**src/rtl/vector_video_pkg.sv**
```systemverilog
// Shared types and constants for the Vector-06C video path: the fetch FSM
// state encoding, address/plane geometry and the plane address formatter.
package vector_video_pkg;

  localparam int VADDR_W    = 13;
  localparam int PLANES     = 4;
  localparam int WORD_W     = PLANES * 8;
  localparam int MEM_ADDR_W = 17;

  typedef enum logic [1:0] {
    IDLE   = 2'd0,
    READ   = 2'd1,
    COMMIT = 2'd2
  } vf_state_t;

  // Each bit-plane is an 8 KB window selected by the plane index.
  function automatic logic [MEM_ADDR_W-1:0] plane_addr(
    input logic [1:0]         base,
    input logic [1:0]         plane,
    input logic [VADDR_W-1:0] addr
  );
    return {base, plane, addr};
  endfunction

endpackage

```
**src/rtl/vram_fetch_if.sv**
```systemverilog
// Byte-wide shared memory read port with req/ack handshake; the fetch stage
// is the master, the memory arbiter the slave.
interface vram_fetch_if;
  import vector_video_pkg::*;

  logic                  mem_req;
  logic [MEM_ADDR_W-1:0] mem_addr;
  logic                  mem_ack;
  logic [7:0]            mem_dout;

  modport master (
    output mem_req,
    output mem_addr,
    input  mem_ack,
    input  mem_dout
  );

  modport slave (
    input  mem_req,
    input  mem_addr,
    output mem_ack,
    output mem_dout
  );

endinterface

```
**src/rtl/vram_fetch_stats.sv**
```systemverilog
// Saturating 16-bit counter of late address changes with synchronous clear;
// only instantiated when VRAM_FETCH_STATS_EN is defined.
module vram_fetch_stats (
  input  logic        clk_sys,
  input  logic        reset_n,
  input  logic        inc,
  input  logic        clr,
  output logic [15:0] count
);

  logic [15:0] count_q;
  logic [15:0] count_d;

  always_comb begin
    count_d = count_q;
    if (clr) begin
      count_d = 16'h0000;
    end else if (inc && (count_q != 16'hFFFF)) begin
      count_d = count_q + 16'h0001;
    end
  end

  always_ff @(posedge clk_sys or negedge reset_n) begin
    if (!reset_n) begin
      count_q <= 16'h0000;
    end else begin
      count_q <= count_d;
    end
  end

  assign count = count_q;

endmodule

```
**src/rtl/vram_fetch.sv**
```systemverilog
// Fetches the four bit-planes for the display address over a byte-wide
// req/ack port and presents a double-buffered 32-bit plane word.
// Optional late-change statistics counter: define VRAM_FETCH_STATS_EN.
module vram_fetch
  import vector_video_pkg::*;
#(
  parameter logic [1:0] PLANE_BASE = 2'b00
) (
  input  logic               clk_sys,
  input  logic               reset_n,
  input  logic               fetch_en,
  input  logic [VADDR_W-1:0] vaddr,
  output logic [WORD_W-1:0]  vdata,
  output logic               vdata_valid,
  output logic               fetch_late,
`ifdef VRAM_FETCH_STATS_EN
  input  logic               late_clr,
  output logic [15:0]        late_count,
`endif
  vram_fetch_if.master       mem
);

  vf_state_t             state_q, state_d;
  logic [VADDR_W-1:0]    cur_addr_q, cur_addr_d;
  logic                  stale_q, stale_d;
  logic [1:0]            plane_q, plane_d;
  logic                  restart_q, restart_d;
  logic                  mem_req_q, mem_req_d;
  logic [MEM_ADDR_W-1:0] mem_addr_q, mem_addr_d;
  logic [WORD_W-1:0]     vdata_q, vdata_d;
  logic                  vdata_valid_q, vdata_valid_d;
  logic                  fetch_late_q, fetch_late_d;
  logic [WORD_W-1:0]     asm_q, asm_d;
  logic                  addr_diff;

  assign addr_diff = (vaddr != cur_addr_q);

  always_comb begin
    state_d       = state_q;
    cur_addr_d    = cur_addr_q;
    stale_d       = stale_q;
    plane_d       = plane_q;
    restart_d     = restart_q;
    mem_req_d     = mem_req_q;
    mem_addr_d    = mem_addr_q;
    vdata_d       = vdata_q;
    vdata_valid_d = 1'b0;
    fetch_late_d  = 1'b0;
    asm_d         = asm_q;

    unique case (state_q)
      IDLE: begin
        if (fetch_en && (stale_q || addr_diff)) begin
          cur_addr_d = vaddr;
          stale_d    = 1'b0;
          plane_d    = 2'd0;
          restart_d  = 1'b0;
          mem_req_d  = 1'b1;
          mem_addr_d = plane_addr(PLANE_BASE, 2'd0, vaddr);
          state_d    = READ;
        end
      end

      READ: begin
        if (addr_diff && !restart_q) begin
          fetch_late_d = 1'b1;
          restart_d    = 1'b1;
        end
        if (mem_req_q) begin
          // The handshake is only ever closed by the ack, never withdrawn.
          if (mem.mem_ack) begin
            asm_d[{~plane_q, 3'b000} +: 8] = mem.mem_dout;
            mem_req_d = 1'b0;
            if (!fetch_en) begin
              stale_d   = 1'b1;
              restart_d = 1'b0;
              state_d   = IDLE;
            end else if (restart_q || addr_diff) begin
              // An address change seen on the ack cycle itself restarts at once.
              restart_d  = 1'b0;
              cur_addr_d = vaddr;
              plane_d    = 2'd0;
            end else if (plane_q == 2'(PLANES - 1)) begin
              state_d = COMMIT;
            end else begin
              plane_d = plane_q + 2'd1;
            end
          end
        end else if (!fetch_en) begin
          stale_d   = 1'b1;
          restart_d = 1'b0;
          state_d   = IDLE;
        end else begin
          mem_req_d  = 1'b1;
          mem_addr_d = plane_addr(PLANE_BASE, plane_q, cur_addr_q);
        end
      end

      COMMIT: begin
        vdata_d       = asm_q;
        vdata_valid_d = 1'b1;
        state_d       = IDLE;
      end

      default: begin
        state_d = IDLE;
      end
    endcase
  end

  always_ff @(posedge clk_sys or negedge reset_n) begin
    if (!reset_n) begin
      state_q       <= IDLE;
      cur_addr_q    <= '0;
      stale_q       <= 1'b1;
      plane_q       <= 2'd0;
      restart_q     <= 1'b0;
      mem_req_q     <= 1'b0;
      mem_addr_q    <= '0;
      vdata_q       <= '0;
      vdata_valid_q <= 1'b0;
      fetch_late_q  <= 1'b0;
    end else begin
      state_q       <= state_d;
      cur_addr_q    <= cur_addr_d;
      stale_q       <= stale_d;
      plane_q       <= plane_d;
      restart_q     <= restart_d;
      mem_req_q     <= mem_req_d;
      mem_addr_q    <= mem_addr_d;
      vdata_q       <= vdata_d;
      vdata_valid_q <= vdata_valid_d;
      fetch_late_q  <= fetch_late_d;
    end
  end

  // Assembly bytes are always fully rewritten before a commit.
  always_ff @(posedge clk_sys) begin
    asm_q <= asm_d;
  end

  assign mem.mem_req  = mem_req_q;
  assign mem.mem_addr = mem_addr_q;
  assign vdata        = vdata_q;
  assign vdata_valid  = vdata_valid_q;
  assign fetch_late   = fetch_late_q;

`ifdef VRAM_FETCH_STATS_EN
  vram_fetch_stats u_stats (
    .clk_sys (clk_sys),
    .reset_n (reset_n),
    .inc     (fetch_late_q),
    .clr     (late_clr),
    .count   (late_count)
  );
`endif

endmodule

```
**src/flat_wrapper.sv**
```systemverilog
// flat-port wrapper written by rule: the top's interface ports become plain ports
module vram_fetch_flat import vector_video_pkg::*;
#(
  parameter logic [1:0] PLANE_BASE = 2'b00
)
  (clk_sys, reset_n, fetch_en, vaddr, vdata, vdata_valid, fetch_late, mem_mem_req, mem_mem_addr, mem_mem_ack, mem_mem_dout);
  vram_fetch_if mem_i ();
  input  logic clk_sys;
  input  logic reset_n;
  input  logic fetch_en;
  input  logic [VADDR_W-1:0] vaddr;
  output logic [WORD_W-1:0] vdata;
  output logic vdata_valid;
  output logic fetch_late;
  output wire logic [$bits(mem_i.mem_req)-1:0] mem_mem_req;
  output wire logic [$bits(mem_i.mem_addr)-1:0] mem_mem_addr;
  input wire logic [$bits(mem_i.mem_ack)-1:0] mem_mem_ack;
  input wire logic [$bits(mem_i.mem_dout)-1:0] mem_mem_dout;
  assign mem_mem_req = mem_i.mem_req;
  assign mem_mem_addr = mem_i.mem_addr;
  assign mem_i.mem_ack = mem_mem_ack;
  assign mem_i.mem_dout = mem_mem_dout;
  vram_fetch #(.PLANE_BASE(PLANE_BASE)) u_core (.clk_sys(clk_sys), .reset_n(reset_n), .fetch_en(fetch_en), .vaddr(vaddr), .vdata(vdata), .vdata_valid(vdata_valid), .fetch_late(fetch_late), .mem(mem_i));
endmodule
```
**config.mk**
```make
export PLATFORM = sky130hd
export DESIGN_NAME = vram_fetch_flat
export DESIGN_NICKNAME = d
export VERILOG_FILES = /design/src/rtl/vector_video_pkg.sv /design/src/rtl/vram_fetch_if.sv /design/src/rtl/vram_fetch_stats.sv /design/src/rtl/vram_fetch.sv /design/src/flat_wrapper.sv
export SDC_FILE = /design/constraint.sdc
export NUM_CORES = 1
export LEC_CHECK = 0
export BUFFER_PORTS_ARGS = -buffer_cell sky130_fd_sc_hd__buf_2
export CORE_MARGIN = 2
export CORE_UTILIZATION = 45
export DETAILED_ROUTE_END_ITERATION = 16
export PLACE_DENSITY_LB_ADDON = 0.25
export SLEW_MARGIN = 20
export SYNTH_ARGS = -nofsm -noshare
export SYNTH_HDL_FRONTEND = slang
export SYNTH_SLANG_ARGS = --single-unit
export TNS_END_PERCENT = 20
```
**constraint.sdc**
```tcl
create_clock -name clk_sys -period 2.2 [get_ports clk_sys]
set_input_delay 0.22 -clock clk_sys [delete_from_list [all_inputs] [get_ports clk_sys]]
set_output_delay 0.22 -clock clk_sys [all_outputs]
set_load 0.005 [all_outputs]
```
# Yosys cells after proc, flatten, opt, wreduce, memory -nomap -nowiden
# Cells that the tools add are included.
[op_classes] magnitude_cmp=0 addsub=2 shifts=2 div=0 multipliers=0 n_mux=46 n_reduce_logical=14 eq_ne=15 bitwise_logic=1
[ops] operator="$mux W13" count=5
[ops] operator="$mux W17" count=3
[ops] operator="$pmux W17 S2" count=1
[ops] operator="$bwmux W32" count=1
[ops] operator="$shift A8 B7 Y32 const A" count=1
[ops] operator="$shiftx A8 B7 Y32" count=1
[ops] operator="$mux W2" count=13
[ops] operator="$pmux W13 S2" count=1
[ops] operator="$mux W1" count=17
[ops] operator="$ne A13 B13 Y1" count=1
[ops] operator="$reduce_and A6 Y1" count=2
[ops] operator="$pmux W2 S2" count=2
[ops] operator="$neg A5 Y7" count=1
[ops] operator="$ne A2 B1 Y1 const B" count=3
[ops] operator="$ne A2 B2 Y1 const B" count=3
[ops] operator="$ne A3 B2 Y1 const B" count=2
[ops] operator="$pmux W1 S2" count=3
[ops] operator="$reduce_and A3 Y1" count=2
[ops] operator="$reduce_and A5 Y1" count=1
[ops] operator="$eq A2 B2 Y1 const B" count=2
[ops] operator="$ne A4 B3 Y1 const B" count=1
[ops] operator="$ne A4 B4 Y1 const B" count=1
[ops] operator="$reduce_and A4 Y1" count=1
[ops] operator="$ne A3 B3 Y1 const B" count=1
[ops] operator="9 further kinds" count=11
[word_totals] in_bits=25 rom_bits=0 ramBits=0 memories=0 register_bits=103 wordCells=91 latch_bits=0 out_inout_bits=52

# Depth between registers and ports, before layout
[depth] ltp_word=8 ltp_mapped=7 ltp_nobuf=5

# Worst setup path after synthesis
# OpenSTA, ideal clock, no wires.
[synth_path] kind="reg2reg" start="register u_core.cur_addr_q[12]" end="register u_core.mem_addr_q[10] (netlist: u_core.mem.mem_addr[10])" setup_ns=0.125 path_stages_with_launch=7 path_buffers=1 setup_slack_ns=0.395 synth_period_minus_slack_ns=1.805 required_ns=2.075 arrival_time_ns=1.680 cell_sequence="dfrtp_1 xor2_1 nor4_1 and4_4 a221oi_4 buf_6 mux2_4"
[synth_between] elab_chain_cells=5
[synth_rtl] element="from (decl)" line_no="vram_fetch.sv:24" rtl="logic [VADDR_W-1:0] cur_addr_q, cur_addr_d;"
[synth_rtl] element="from (signal assigned)" line_no="vram_fetch.sv:125" rtl="cur_addr_q <= cur_addr_d;"
[synth_rtl] element="$ne A13 B13 Y1" line_no="vram_fetch.sv:36" rtl="assign addr_diff = (vaddr != cur_addr_q);"
[synth_rtl] element="$logic_or A1 B1 Y1" line_no="vram_fetch.sv:53" rtl="if (fetch_en && (stale_q || addr_diff)) begin"
[synth_rtl] element="$logic_and A1 B1 Y1" line_no="vram_fetch.sv:53"
[synth_rtl] element="$ne A2 B1 Y1 (no source line)"
[synth_rtl] element="$reduce_and A4 Y1 (no source line)"
[synth_rtl] element="to (signal assigned)" line_no="vram_fetch.sv:130" rtl="mem_addr_q <= mem_addr_d;"
[synth_rtl] element="to (decl)" line_no="vram_fetch.sv:29" rtl="logic [MEM_ADDR_W-1:0] mem_addr_q, mem_addr_d;"
# Every way passes these cells.
# A chain may end at the register's enable or synchronous reset.

# Worst setup path after layout
[layout_path] start="register u_core.cur_addr_q[12]" end="register u_core.mem_addr_q[6] (netlist: u_core.mem.mem_addr[6])"
# Same word-level chain as after synthesis.

==> reports/results.ini <==
[clock_tree]
clock-root-buffer = sky130_fd_sc_hd__clkbuf_8
worst_case_clock_buffer_depth = 2
cts-buffers-inserted = 9
clock_latency_ns = 0.37
path_clk_slew_ns = 0.10
clock_sinks = 101
cts_tree = built
ctsHtreeMaxLevel = 3

[timing]
postLayoutSetupSlackWorst_ns = 0.229
final-hold-violation-count = 0
post-route-min-period_ns = 1.97
worst-slew-pin-transition_ns = 0.611
finalSetupViolations = 0
hold_slack_ns = 0.120
totalNegativeSetupSlack_ns = 0
fmaxAchievable_mhz = 507
final.period_utilization_pct = 89.6
timing.slew.headroom_pct = 59.0
clock_skew_ns = 0.00845
final_max_tran_viols = 0
rsz0062_at_grt = false

[pwr]
powerDensity_nw_per_um2 = 965
total_power_mw = 5.06
ir_worst_vdd_v = 0.000559
leakage_nw = 2.46

[setup_path]
r2r-start = u_core.cur_addr_q[12]
critical_path_cell_list = xor2_1 > nor4_1 > and4_4 > a221oi_4 > buf_12 > mux2_4
critPathSlowestCell = sky130_fd_sc_hd__dfrtp_1
critPathKind = reg2reg
arrival_time_reported_for_the_critical_path_endpoint_ns = 2.23
timing.critical_path.buf_inv = 1
cp-end-kind = register
cp_top_family = simple AND/OR/NAND/NOR gates
worst-path-max-fanout = 11
slowest_delay_ns = 0.41
timing.critical_path.from_type = register
cp_data_required_time_ns = 2.46
startpoint = u_core.cur_addr_q[12]

[route]
route.antenna.remaining_nets = 0
vias_per_cell = 4.91
drt_pre_antenna_iters = 4
drt_wl_cell_um = 15.2
route.detailed.drc = 0
routed-via-count = 2584
detail_route.wirelength_mm = 8.02
initialDrtViolationCount = 59

[place]
place.detailed.hpwl_mm = 5.69
finalWeightedCongestion = 0.824
io_buffers = 74
dp.cells = 507
detailedPlace.worstSlack_ns = -0.0439

[logic_synthesis]
ys_seq_elements = 101
synthesized_area_um2 = 4430
postSynthCellCount = 299
synthDominantAreaCellType = sky130_fd_sc_hd__dfrtp_1
yosysWarningCount = 0
syn-mean-instance-area_um2 = 14.8
proportion_of_synthesized_chip_area_in_sequential_cells_pct = 60.6
synth.top_cell.area_share_pct = 38.4
ys_top_cells_by_area = sky130_fd_sc_hd__dfrtp_1 (38%), sky130_fd_sc_hd__edfxtp_1 (22%), sky130_fd_sc_hd__mux2_2 (13%)
synth_cell_types = 37

[floorplan]
core_region_area_um2 = 9680
floorplan.initialDensity_pct = 45.8
design.die.area_um2 = 10700
fp-row-count = 36
die_y_um = 103
die-width_um = 103
io_pins = 77

[global_route]
global_route.usage.total_pct = 15.9
grt_antenna_before_repair = 0
first_global_vias = 2539
globalRouteOverflowTotal = 0
grt_pass1_wl_mm = 12.6
largest_net_degree_at_the_start_of_global_routing = 42

[final_layout]
antenna-diode-count = 0
drive_above_1_share_pct = 47.8
layout-area-overhead-vs-synth_pct = 18.3
final_common_cell = sky130_fd_sc_hd__buf_2
instances_no_fill = 526
top_library_cells_by_usage_in_the_layout_fill_and_taps_aside = sky130_fd_sc_hd__buf_2 (74), sky130_fd_sc_hd__dfrtp_1 (68), sky130_fd_sc_hd__mux2_2 (53)
total_number_of_nets_in_the_final_design = 418

[status]
outcome = finished, final reports clean

[job]
drv_cap = 0

[hold_path]
hold_path.class = in2reg
hold_start = vaddr[0]

## power by group
group	internal [mW]	switching (mW)
registers	2.26	0.236
clock network	0.462	0.689
logic	0.840	0.573
total	3.56	1.50
## sequential cells by signal (all words and copies together) (netlist names)
name                 flops
u_core.asm_q            32
u_core.vdata            32
u_core.mem.mem_addr     15
u_core.cur_addr_q       13
u_core.plane_q           2
u_core.state_q           2
u_core.fetch_late        1
u_core.mem.mem_req       1
u_core.restart_q         1
u_core.stale_q           1
u_core.vdata_valid       1
## logic make-up after synthesis
group	count (synthesis)	share of synthesized area [%]
flip-flops	101	60.6
AND/OR/NAND/NOR	73	9.76
multiplexers	71	19.6
AO/OA/AOI/OAI	18	3.58
buffers and inverters	17	2.40
XOR/XNOR	13	2.57
adder cells (fa/ha/maj)	5	1.41
other	1	0.0846
## routing by layer
metal	part of all wire (%)	track usage (%)
met4	1.6	6.38
met1	45	21.2
met5	0	0
met3	4.1	3.36
met2	49	25.7
## synth_stat cells
library cell	count
sky130_fd_sc_hd__a211oi_1	1
sky130_fd_sc_hd__a21oi_1	1
sky130_fd_sc_hd__a221oi_4	1
sky130_fd_sc_hd__a22oi_4	1
sky130_fd_sc_hd__a32o_1	3
sky130_fd_sc_hd__and2_1	36
sky130_fd_sc_hd__and2_2	1
sky130_fd_sc_hd__and3_1	1
sky130_fd_sc_hd__and4_4	1
sky130_fd_sc_hd__and4b_4	1
sky130_fd_sc_hd__buf_4	3
sky130_fd_sc_hd__buf_6	3
sky130_fd_sc_hd__clkbuf_1	6
sky130_fd_sc_hd__conb_1	1
sky130_fd_sc_hd__dfrtp_1	68
sky130_fd_sc_hd__dfstp_2	1
sky130_fd_sc_hd__dlymetal6s2s_1	1
sky130_fd_sc_hd__edfxtp_1	32
sky130_fd_sc_hd__ha_1	5
sky130_fd_sc_hd__inv_1	4
sky130_fd_sc_hd__mux2_2	53
sky130_fd_sc_hd__mux2_4	18
sky130_fd_sc_hd__nand2_1	5
sky130_fd_sc_hd__nand2b_1	1
sky130_fd_sc_hd__nand3_1	5
sky130_fd_sc_hd__nand4_1	1
sky130_fd_sc_hd__nor2_1	7
sky130_fd_sc_hd__nor2b_1	4
sky130_fd_sc_hd__nor3_1	4
sky130_fd_sc_hd__nor3b_1	3
sky130_fd_sc_hd__nor4_1	2
sky130_fd_sc_hd__o21ai_0	7
sky130_fd_sc_hd__o21ai_2	1
sky130_fd_sc_hd__o21ba_2	1
sky130_fd_sc_hd__o31ai_1	2
sky130_fd_sc_hd__or2_2	1
sky130_fd_sc_hd__xor2_1	13
## path summary, 6_finish.rpt
kind / to / depth (start not counted) / slack [ns]
worst min-delay path: u_core.cur_addr_q[0] / 2 / 0.12
worst max register to register: u_core.mem.mem_addr[6] / 6 / 0.23
worst max-delay path: u_core.mem.mem_addr[6] / 6 / 0.23
worst min register to register: u_core.vdata[0] / 1 / 0.48
min in group asynchronous: u_core.vdata[13] / 2 / 0.24
max in group asynchronous: u_core.stale_q / 3 / 1.38
## through the flow
stage | area, µm² | util [%]
after global routing | 5240 | 54.1
after CTS | 5230 | 54.0
final | 5240 | 54.1
after global placement | 5000 | 51.6
after floorplan | 4440 | -
after detailed placement | 5000 | 51.6
## area by class of cell
type                       count  area [µm²]
tap                          133         166
fill                         841        4440
clock inverter                 6        55.1
multi-input combinational    182        1660
clock buffer                  10         138
sequential                   101        2690
inverter                       4        15.0
timing repair buffer          90         518
## what timing repair did
item / 4_1_cts / 5_1_grt
endpoints found under the hold margin: 9 / 0
setup endpoints to repair: 12 / 20
resized for setup: 0 / 3
pin swaps: 1 / 0
hold buffers: 1 / 0
setup buffers: 2 / 0
Power figures use the tool's default switching activity.
